**src/rtl/border_detector_if.sv**
```systemverilog
// Signal bundle between the border detector, the tile-map ROM and the ball mover.
// The slave side is the detector itself; the master side drives the frame inputs and ROM data.
interface border_detector_if;
  logic        frame_start;
  logic [9:0]  BallX;
  logic [9:0]  BallY;
  logic [9:0]  BallS;
  logic [1:0]  level;
  logic [11:0] tile_addr;
  logic        tile_rd;
  logic        tile_wall;
  logic        Ball_At_Border_Top;
  logic        Ball_At_Border_Bottom;
  logic        Ball_At_Border_Left;
  logic        Ball_At_Border_Right;
  logic        busy;
  logic        check_done;
  logic        overrun;

  modport master (
    output frame_start, BallX, BallY, BallS, level, tile_wall,
    input  tile_addr, tile_rd, Ball_At_Border_Top, Ball_At_Border_Bottom,
           Ball_At_Border_Left, Ball_At_Border_Right, busy, check_done, overrun
  );

  modport slave (
    input  frame_start, BallX, BallY, BallS, level, tile_wall,
    output tile_addr, tile_rd, Ball_At_Border_Top, Ball_At_Border_Bottom,
           Ball_At_Border_Left, Ball_At_Border_Right, busy, check_done, overrun
  );
endinterface

```
**src/rtl/border_detector.sv**
```systemverilog
// Per-frame ball border check: probes the eight tiles just outside the ball's bounding box
// in a fixed 12-cycle sequence and publishes the four blocking flags together.
module border_detector #(
  parameter int SCREEN_W   = 640,
  parameter int SCREEN_H   = 480,
  parameter int MAP_COLS   = 32,
  parameter int TILE_RECIP = 3277,
  parameter int TILE_SHIFT = 16
) (
  input  logic               Clk,
  input  logic               Reset_n,
  border_detector_if.slave   bus
);

  typedef enum logic [2:0] {
    ST_IDLE   = 3'd0,
    ST_CALC   = 3'd1,
    ST_PROBE  = 3'd2,
    ST_DRAIN  = 3'd3,
    ST_UPDATE = 3'd4
  } state_t;

  state_t             state_r;
  state_t             state_nxt_s;
  logic [9:0]         x_r;
  logic [9:0]         y_r;
  logic [9:0]         s_r;
  logic [1:0]         level_r;
  logic [2:0]         slot_r;
  logic signed [10:0] px_r [8];
  logic signed [10:0] py_r [8];
  logic signed [10:0] l_s;
  logic signed [10:0] r_s;
  logic signed [10:0] t_s;
  logic signed [10:0] b_s;
  logic signed [10:0] px_s;
  logic signed [10:0] py_s;
  logic               oob_s;
  logic [4:0]         col_s;
  logic [4:0]         row_s;
  logic [11:0]        addr_s;
  logic [11:0]        tile_addr_r;
  logic               tile_rd_r;
  logic               s1_vld_r;
  logic               s1_oob_r;
  logic [1:0]         s1_dir_r;
  logic               s2_vld_r;
  logic               s2_oob_r;
  logic [1:0]         s2_dir_r;
  logic [3:0]         acc_r;
  logic [3:0]         flags_r;
  logic               busy_r;
  logic               check_done_r;
  logic               overrun_r;

  // Divide-by-tile-size via reciprocal multiply; only meaningful for on-screen coordinates.
  function automatic logic [4:0] tile_index(input logic signed [10:0] coord);
    tile_index = 5'((32'($unsigned(coord)) * 32'(TILE_RECIP)) >> TILE_SHIFT);
  endfunction

  // Bounding-box edges from the latched ball geometry.
  always_comb begin
    l_s = $signed({1'b0, x_r}) - $signed({1'b0, s_r});
    r_s = $signed({1'b0, x_r}) + $signed({1'b0, s_r});
    t_s = $signed({1'b0, y_r}) - $signed({1'b0, s_r});
    b_s = $signed({1'b0, y_r}) + $signed({1'b0, s_r});
  end

  // Current probe: screen bounds test and ROM address.
  always_comb begin
    px_s   = px_r[slot_r];
    py_s   = py_r[slot_r];
    oob_s  = px_s[10] || py_s[10] || (int'(px_s) >= SCREEN_W) || (int'(py_s) >= SCREEN_H);
    col_s  = tile_index(px_s);
    row_s  = tile_index(py_s);
    addr_s = {level_r, 10'(32'(row_s) * 32'(MAP_COLS) + 32'(col_s))};
  end

  // Next-state logic.
  always_comb begin
    state_nxt_s = state_r;
    case (state_r)
      ST_IDLE: begin
        if (bus.frame_start) begin
          state_nxt_s = ST_CALC;
        end else begin
          state_nxt_s = ST_IDLE;
        end
      end
      ST_CALC:  state_nxt_s = ST_PROBE;
      ST_PROBE: begin
        if (slot_r == 3'd7) begin
          state_nxt_s = ST_DRAIN;
        end else begin
          state_nxt_s = ST_PROBE;
        end
      end
      ST_DRAIN: begin
        if (slot_r == 3'd1) begin
          state_nxt_s = ST_UPDATE;
        end else begin
          state_nxt_s = ST_DRAIN;
        end
      end
      ST_UPDATE: state_nxt_s = ST_IDLE;
      default:   state_nxt_s = ST_IDLE;
    endcase
  end

  // State register.
  always_ff @(posedge Clk or negedge Reset_n) begin
    if (!Reset_n) begin
      state_r <= ST_IDLE;
    end else begin
      state_r <= state_nxt_s;
    end
  end

  // Datapath: latch, probe issue, two-stage read tracking, accumulation and publish.
  always_ff @(posedge Clk or negedge Reset_n) begin
    if (!Reset_n) begin
      x_r          <= 10'd0;
      y_r          <= 10'd0;
      s_r          <= 10'd0;
      level_r      <= 2'd0;
      slot_r       <= 3'd0;
      for (int i = 0; i < 8; i++) begin
        px_r[i] <= 11'sd0;
        py_r[i] <= 11'sd0;
      end
      tile_addr_r  <= 12'd0;
      tile_rd_r    <= 1'b0;
      s1_vld_r     <= 1'b0;
      s1_oob_r     <= 1'b0;
      s1_dir_r     <= 2'd0;
      s2_vld_r     <= 1'b0;
      s2_oob_r     <= 1'b0;
      s2_dir_r     <= 2'd0;
      acc_r        <= 4'd0;
      flags_r      <= 4'hF;
      busy_r       <= 1'b0;
      check_done_r <= 1'b0;
      overrun_r    <= 1'b0;
    end else begin
      check_done_r <= 1'b0;
      overrun_r    <= bus.frame_start && (state_r != ST_IDLE);
      tile_rd_r    <= 1'b0;
      s1_vld_r     <= 1'b0;
      s2_vld_r     <= s1_vld_r;
      s2_oob_r     <= s1_oob_r;
      s2_dir_r     <= s1_dir_r;
      case (state_r)
        ST_IDLE: begin
          if (bus.frame_start) begin
            x_r     <= bus.BallX;
            y_r     <= bus.BallY;
            s_r     <= bus.BallS;
            level_r <= bus.level;
            acc_r   <= 4'd0;
            busy_r  <= 1'b1;
          end
        end
        ST_CALC: begin
          px_r[0] <= l_s;          py_r[0] <= t_s - 11'sd1;
          px_r[1] <= r_s;          py_r[1] <= t_s - 11'sd1;
          px_r[2] <= l_s;          py_r[2] <= b_s + 11'sd1;
          px_r[3] <= r_s;          py_r[3] <= b_s + 11'sd1;
          px_r[4] <= l_s - 11'sd1; py_r[4] <= t_s;
          px_r[5] <= l_s - 11'sd1; py_r[5] <= b_s;
          px_r[6] <= r_s + 11'sd1; py_r[6] <= t_s;
          px_r[7] <= r_s + 11'sd1; py_r[7] <= b_s;
          slot_r  <= 3'd0;
        end
        ST_PROBE: begin
          slot_r   <= slot_r + 3'd1;
          s1_vld_r <= 1'b1;
          s1_oob_r <= oob_s;
          s1_dir_r <= slot_r[2:1];
          // Off-screen slots skip the read and leave the address bus untouched.
          if (!oob_s) begin
            tile_rd_r   <= 1'b1;
            tile_addr_r <= addr_s;
          end
        end
        ST_DRAIN: begin
          slot_r <= slot_r + 3'd1;
        end
        ST_UPDATE: begin
          flags_r      <= acc_r;
          check_done_r <= 1'b1;
          busy_r       <= 1'b0;
        end
        default: begin
          busy_r <= 1'b0;
        end
      endcase
      if (s2_vld_r) begin
        acc_r[s2_dir_r] <= acc_r[s2_dir_r] | s2_oob_r | bus.tile_wall;
      end
    end
  end

  assign bus.tile_addr             = tile_addr_r;
  assign bus.tile_rd               = tile_rd_r;
  assign bus.Ball_At_Border_Top    = flags_r[0];
  assign bus.Ball_At_Border_Bottom = flags_r[1];
  assign bus.Ball_At_Border_Left   = flags_r[2];
  assign bus.Ball_At_Border_Right  = flags_r[3];
  assign bus.busy                  = busy_r;
  assign bus.check_done            = check_done_r;
  assign bus.overrun               = overrun_r;

endmodule
```
**src/flat_wrapper.sv**
```systemverilog
// flat-port wrapper written by rule: the top's interface ports become plain ports
module border_detector_flat 
#(
  parameter int SCREEN_W   = 640,
  parameter int SCREEN_H   = 480,
  parameter int MAP_COLS   = 32,
  parameter int TILE_RECIP = 3277,
  parameter int TILE_SHIFT = 16
)
  (Clk, Reset_n, bus_frame_start, bus_BallX, bus_BallY, bus_BallS, bus_level, bus_tile_wall, bus_tile_addr, bus_tile_rd, bus_Ball_At_Border_Top, bus_Ball_At_Border_Bottom, bus_Ball_At_Border_Left, bus_Ball_At_Border_Right, bus_busy, bus_check_done, bus_overrun);
  border_detector_if bus_i ();
  input  logic Clk;
  input  logic Reset_n;
  input wire logic [$bits(bus_i.frame_start)-1:0] bus_frame_start;
  input wire logic [$bits(bus_i.BallX)-1:0] bus_BallX;
  input wire logic [$bits(bus_i.BallY)-1:0] bus_BallY;
  input wire logic [$bits(bus_i.BallS)-1:0] bus_BallS;
  input wire logic [$bits(bus_i.level)-1:0] bus_level;
  input wire logic [$bits(bus_i.tile_wall)-1:0] bus_tile_wall;
  output wire logic [$bits(bus_i.tile_addr)-1:0] bus_tile_addr;
  output wire logic [$bits(bus_i.tile_rd)-1:0] bus_tile_rd;
  output wire logic [$bits(bus_i.Ball_At_Border_Top)-1:0] bus_Ball_At_Border_Top;
  output wire logic [$bits(bus_i.Ball_At_Border_Bottom)-1:0] bus_Ball_At_Border_Bottom;
  output wire logic [$bits(bus_i.Ball_At_Border_Left)-1:0] bus_Ball_At_Border_Left;
  output wire logic [$bits(bus_i.Ball_At_Border_Right)-1:0] bus_Ball_At_Border_Right;
  output wire logic [$bits(bus_i.busy)-1:0] bus_busy;
  output wire logic [$bits(bus_i.check_done)-1:0] bus_check_done;
  output wire logic [$bits(bus_i.overrun)-1:0] bus_overrun;
  assign bus_i.frame_start = bus_frame_start;
  assign bus_i.BallX = bus_BallX;
  assign bus_i.BallY = bus_BallY;
  assign bus_i.BallS = bus_BallS;
  assign bus_i.level = bus_level;
  assign bus_i.tile_wall = bus_tile_wall;
  assign bus_tile_addr = bus_i.tile_addr;
  assign bus_tile_rd = bus_i.tile_rd;
  assign bus_Ball_At_Border_Top = bus_i.Ball_At_Border_Top;
  assign bus_Ball_At_Border_Bottom = bus_i.Ball_At_Border_Bottom;
  assign bus_Ball_At_Border_Left = bus_i.Ball_At_Border_Left;
  assign bus_Ball_At_Border_Right = bus_i.Ball_At_Border_Right;
  assign bus_busy = bus_i.busy;
  assign bus_check_done = bus_i.check_done;
  assign bus_overrun = bus_i.overrun;
  border_detector #(.SCREEN_W(SCREEN_W), .SCREEN_H(SCREEN_H), .MAP_COLS(MAP_COLS), .TILE_RECIP(TILE_RECIP), .TILE_SHIFT(TILE_SHIFT)) u_core (.Clk(Clk), .Reset_n(Reset_n), .bus(bus_i));
endmodule
```
**config.mk**
```make
export PLATFORM = sky130hd
export DESIGN_NAME = border_detector_flat
export DESIGN_NICKNAME = d
export VERILOG_FILES = /design/src/rtl/border_detector_if.sv /design/src/rtl/border_detector.sv /design/src/flat_wrapper.sv
export SDC_FILE = /design/constraint.sdc
export NUM_CORES = 1
export LEC_CHECK = 0
export BUFFER_PORTS_ARGS = -buffer_cell sky130_fd_sc_hd__buf_4
export CAP_MARGIN = 20
export CORE_MARGIN = 5
export CORE_UTILIZATION = 55
export DETAILED_ROUTE_END_ITERATION = 10
export PLACE_DENSITY = 0.73
export SKIP_LAST_GASP = 1
export SLEW_MARGIN = 5
export SYNTH_ARGS = -nofsm -noshare
export SYNTH_HDL_FRONTEND = slang
export SYNTH_SLANG_ARGS = --single-unit
```
**constraint.sdc**
```tcl
create_clock -name Clk -period 7.98 [get_ports Clk]
set_clock_uncertainty 0.2 [all_clocks]
set_input_delay 0 -clock Clk [delete_from_list [all_inputs] [get_ports Clk]]
set_output_delay 0 -clock Clk [all_outputs]
set_load 0.03 [all_outputs]
```
### After elaboration in Yosys (flattened, before gate mapping)

Cells that the tools add are included.

* bits of input ports: 36
* bits in registers: 158
* output and inout bits: 20

* add/sub/neg operators: 10
* multiply operators: 2
* magnitude comparators: 5
* bitwise operators: 5
* reductions and logical operators: 13
* equality and inequality tests: 7
* mux-type cells: 25

Operators by type and width (count)
* 11-bit binary-select mux with 3-bit select: 2
* 11-bit 2-to-1 mux: 4
* 11-bit by 12-bit multiplier with 21-bit output (second input constant): 2
* 10-bit by 10-bit adder with 11-bit output: 2
* 11-bit by 2-bit adder with 11-bit output (second input constant): 2
* 10-bit by 10-bit subtractor with 11-bit output: 2
* 11-bit by 2-bit subtractor with 11-bit output (second input constant): 2
* 4-bit 2-to-1 mux: 3
* 3-bit one-hot mux with 4 select lines: 1
* 11-bit by 10-bit >= comparator with 1-bit output (second input constant): 1
* 11-bit >= comparator (second input constant): 1
* 10-bit by 5-bit adder with 10-bit output: 1
* 1-bit 2-to-1 mux: 9
* 3-bit by 1-bit == test with 1-bit output (second input constant): 2
* 3-bit by 2-bit == test with 1-bit output (second input constant): 2
* 3-bit == test (second input constant): 2
* 3-bit one-hot mux with 2 select lines: 1
* 2-bit AND reduction: 3
* 4-bit bitwise mux: 1
* 4-bit >= comparator (second input constant): 1
* 3-bit NOT with 4-bit output: 1
* 3-bit by 1-bit adder with 3-bit output (second input constant): 1
* 3-bit zero test: 1
* 1-bit logical OR: 3
* other kinds (14): 17

### Logic depth before layout (Yosys ltp)

* word-level depth: 9
* mapped depth: 24
* depth with buffers taken out: 22

### Least setup slack after synthesis

OpenSTA, ideal clock, no wires.

* path type: flip-flop to flip-flop
* start point: reg u_core.slot_r[1]
* end point: reg u_core.tile_addr_r[4], in the netlist u_core.bus.tile_addr[4]
* path buffers: 3
* setup time: 0.125 ns
* data required time: 7.655 ns
* setup slack: 1.904 ns
* clock period less this slack: 6.076 ns
* cell stages (with the launch flop): 24
* data arrival time: 5.752 ns
* path through: dfrtp_1 buf_2 buf_2 clkbuf_1 mux2_2 nand2_1 o21ai_0 ha_1 fa_1 inv_1 fa_1 inv_1 fa_1 inv_1 fa_1 inv_1 ha_1 a21o_1 a22o_1 o21ai_0 o211ai_1 a31oi_1 xnor2_1 mux2_2

* longest elaborated chain between the ends: 9
* elaborated cells on any way between the ends: 16
* classes of those cells: add/sub (1); mul (1); order compare (2); mux (6); bitwise (2); reduce/logical (4)

RTL lines
* from (decl): line border_detector.sv:29 `logic [2:0] slot_r;`
* from (signal assigned): line border_detector.sv:175 `slot_r <= slot_r + 3'd1;`
* from (signal assigned): line border_detector.sv:186 `slot_r <= slot_r + 3'd1;`
* 3-bit NOT with 4-bit output (not written as such) (*): line border_detector.sv:71, border_detector.sv:72
* branches (longest 8 deep; another with 11-bit by 12-bit multiplier with 21-bit output)
* to (signal assigned): line border_detector.sv:182 `tile_addr_r <= addr_s;`
* to (decl): line border_detector.sv:42 `logic [11:0] tile_addr_r;`

Mark *: on every way between the ends. The select of a mux whose other input is x is not followed.
A chain may end at the register's enable or synchronous reset.

### Final worst setup path

* start point: reg u_core.slot_r[1]
* end point: reg u_core.tile_addr_r[9], in the netlist u_core.bus.tile_addr[9]

* longest elaborated chain between the ends: 9
* elaborated cells on any way between the ends: 17
* classes of those cells: add/sub (1); mul (2); order compare (2); mux (6); bitwise (2); reduce/logical (4)

RTL lines (line)
* 3-bit NOT with 4-bit output (not written as such) (*): border_detector.sv:71, border_detector.sv:72
* branches (longest 8 deep; another with 11-bit by 12-bit multiplier with 21-bit output)

Marks and branches as above.

==> results.md <==
* Area Growth Syn to Fin at 12.9%
* CTS tree: built
* Syn_nets at 1654
* Initial antenna violation count at 0
* Cell variety after synth at 68
* Die Y at 163 um
* Seq/Total Area, Yosys at between 30% and 40%
* Wire per inst at 15.9 um
* Max-slew violation count at 0
* Top-count cell post-synth: nand2_1
* Number of I/O pins at 56
* Reg2reg setup slack at 1650 ps
* Final setup viols at 0
* Die W at 163 um
* Tmin final at 6330 ps
* Max stage delay on crit path at 680 ps
* GRT Overall Usage at between 20% and 30%
* Clk pin slew, worst setup/hold paths at 70 ps
* Worst-margin pin slew at 1020 ps
* First-pass GRT wire length at 48.4 mm
* Failing checks: hold timing
* Setup Buffers After CTS at 0
* Synth warn at 0
* Vias in the first global route at 9766
* CP dominant cell by count: inv_1
* TritonCTS buffer count at 17
* Initial Util at between 50% and 60%
* Final hold violation count at 17
* Gr ovfl total at 0
* Synth async-reset ratio at 100%
* Initial DRT Pass Iterations at 5
* Max cap viols at 0
* Post-synthesis cell area at 12800 um2
* Crit path launch: u_core.slot_r[1]
* Crit path launch type: flip-flop
* Syn_area_per_cell at 9.26 um2
* Root buffer cell: clkbuf_16
* Slew headroom at 32.3%
* Fin Hold WS at -34.2 ps
* Worst hold path class: in -> async
* CP Cell Sequence: buf_4 > mux2i_1 > o21ai_0 > inv_1 > ha_1 > fa_1 > inv_1 > fa_1 > inv_1 > fa_1 > inv_1 > fa_1 > inv_1 > ha_1 > and4_1 > and3_1 > nand2_1 > o2111ai_1 > a31oi_1 > xnor2_1 > mux2_2
* Core Footprint at 22800 um2
* Largest net degree at the start of global routing at 125
* Worst-skew pair later-pin latency at 430 ps
* Iteration-0 DRC Markers at between 400 and 500
* Cells after synthesis at around 1.4k
* Residual DRC at 0
* Fmax at ~0.16 GHz
* Detail Route Antenna Nets at 0
* DPL Wire Length at 22.1 mm
* Top post-synthesis cells by area: dfrtp_1, ha_1, fa_1
* Via/cell ratio at 5.40
* Worst EP required at a little over 8000 ps
* Crit end category: flip-flop
* Critical-path cell with the highest stage delay: dfrtp_1
* Run status: complete, but fails checks
* Worst r2r path cells at 21
* Most frequent cells after synthesis: nand2_1, ha_1, inv_1
* EDFF count, synth at 0
* Unrepaired setup endpoints after global routing: false
* Arrival @ worst endpoint at 6450 ps
* Largest area contributor in the netlist: dfrtp_1
* Top FF cell, synth: dfrtp_1
* Post-synth top area share at 29.3%
* Routability cong. at 0.880
* RR Startpoint: u_core.slot_r[1]
* Setup CP Type: reg -> reg
* Nets at 1721
* Die area at 26400 um2
* Htree depth at 4
* Fin crit share at 79.3%
* Ratio of cells with drive above 1 in the final layout at about a tenth
* Worst Path Max Fanout at 16
* Vias at ~9.6k
* CTS sink cnt at 154
* Setup TNS at 0 ps
* N_diodes at 0
* Flops & latches, synth at 154
* Post-Route WL at 28.3 mm
* CTS Buffer Depth at 2
* RR Endpoint: u_core.bus.tile_addr[9]
* IO buf count at 55
* Row count at 55
-- critical path: cells and delay by family (launching register included) --
family          cells  cell delay, ps
buf+inv             6             690
simple gates        3             490
flops               1             680
compound gates      3             880
fa+ha+maj           6            2760
xor+xnor            1             140
mux                 2             370
-- logic make-up (layout without fill, tap and decap cells) --
kind of cell	after synthesis	in the layout	share of synthesized area [%]
buf+inv	217	297	6.48
fa+ha+maj	236	236	26.5
mux	56	56	4.65
flops	154	154	30.2
compound gates	239	239	12.1
simple gates	400	400	14.6
xor+xnor	80	80	5.48
-- metal layers --
metal  vias up  GRT usage [%]  share of wire [%]
met1      4562           31.8                 49
met2       185           36.5                 46
met4         0           6.79                2.5
met5         -              0                  0
li1       4802              -                  -
met3        40           2.83                3.0
-- layout make-up --
class | count | area [um2]
multi-input cells | 1011 | 8130
well taps | 313 | 392
flip-flops and latches | 154 | 3860
inverters | 163 | 612
repair buffers | 102 | 875
clock inverters | 15 | 163
fillers | 1906 | 8330
clock buffers | 17 | 425
-- cell usage in the layout (no fill, tap or decap), drive strengths merged, types with 16 or more instances in the layout --
cell type,instances
nand2,209
ha,177
inv,168
dfrtp,150
o21ai,89
buf,67
fa,59
xnor2,47
nor2,46
a21oi,38
dlygate4sd3,35
xor2,33
mux2i,28
mux2,28
nor3,24
nor2b,22
nand3,18
clkbuf,17
a21o,16
-- worst max path at each step --
stage                         endpoint  slack [ps]
2_1_floorplan  u_core.bus.tile_addr[4]        1900
3_3_place_gp   u_core.bus.tile_addr[9]        1790
3_5_place_dp   u_core.bus.tile_addr[9]        1610
4_1_cts        u_core.bus.tile_addr[9]        1630
5_1_grt        u_core.bus.tile_addr[2]        1230
6_report       u_core.bus.tile_addr[9]        1650
-- sequential cells by signal, indices dropped and copies added, names as in the netlist --
register / flops
u_core.px_r: 42
u_core.py_r: 42
u_core.bus.tile_addr: 12
u_core.s_r: 10
u_core.x_r: 10
u_core.y_r: 10
u_core.acc_r: 4
u_core.flags_r: 4
u_core.slot_r: 3
u_core.state_r: 3
u_core.level_r: 2
u_core.s1_dir_r: 2
u_core.s2_dir_r: 2
u_core.bus.busy: 1
u_core.bus.check_done: 1
u_core.bus.overrun: 1
u_core.bus.tile_rd: 1
u_core.s1_oob_r: 1
u_core.s1_vld_r: 1
u_core.s2_oob_r: 1
u_core.s2_vld_r: 1
-- per-stage QoR --
step | hold slack, ps | cells | setup WS, ps | utilization, % | cell area [um2]
global placement | -137 | 1706 | 1790 | 59.2 | 13500
finish | -34.2 | 1775 | 1650 | 63.4 | 14500
CTS | 9.63 | 1773 | 1630 | 63.3 | 14400
global route | 46.2 | 1775 | 1230 | 63.4 | 14500
detailed placement | -140 | 1706 | 1610 | 59.2 | 13500
floorplan | -496 | 1382 | 1900 | - | 12800
-- what timing repair did --
item,4_1_cts,5_1_grt
endpoints found under the hold margin,112,0
resized for setup,0,0
hold buffers,35,0
Power is left out: the tool's default activity adds up to more than one toggle a clock period on the data nets, which glitch-free logic cannot reach.
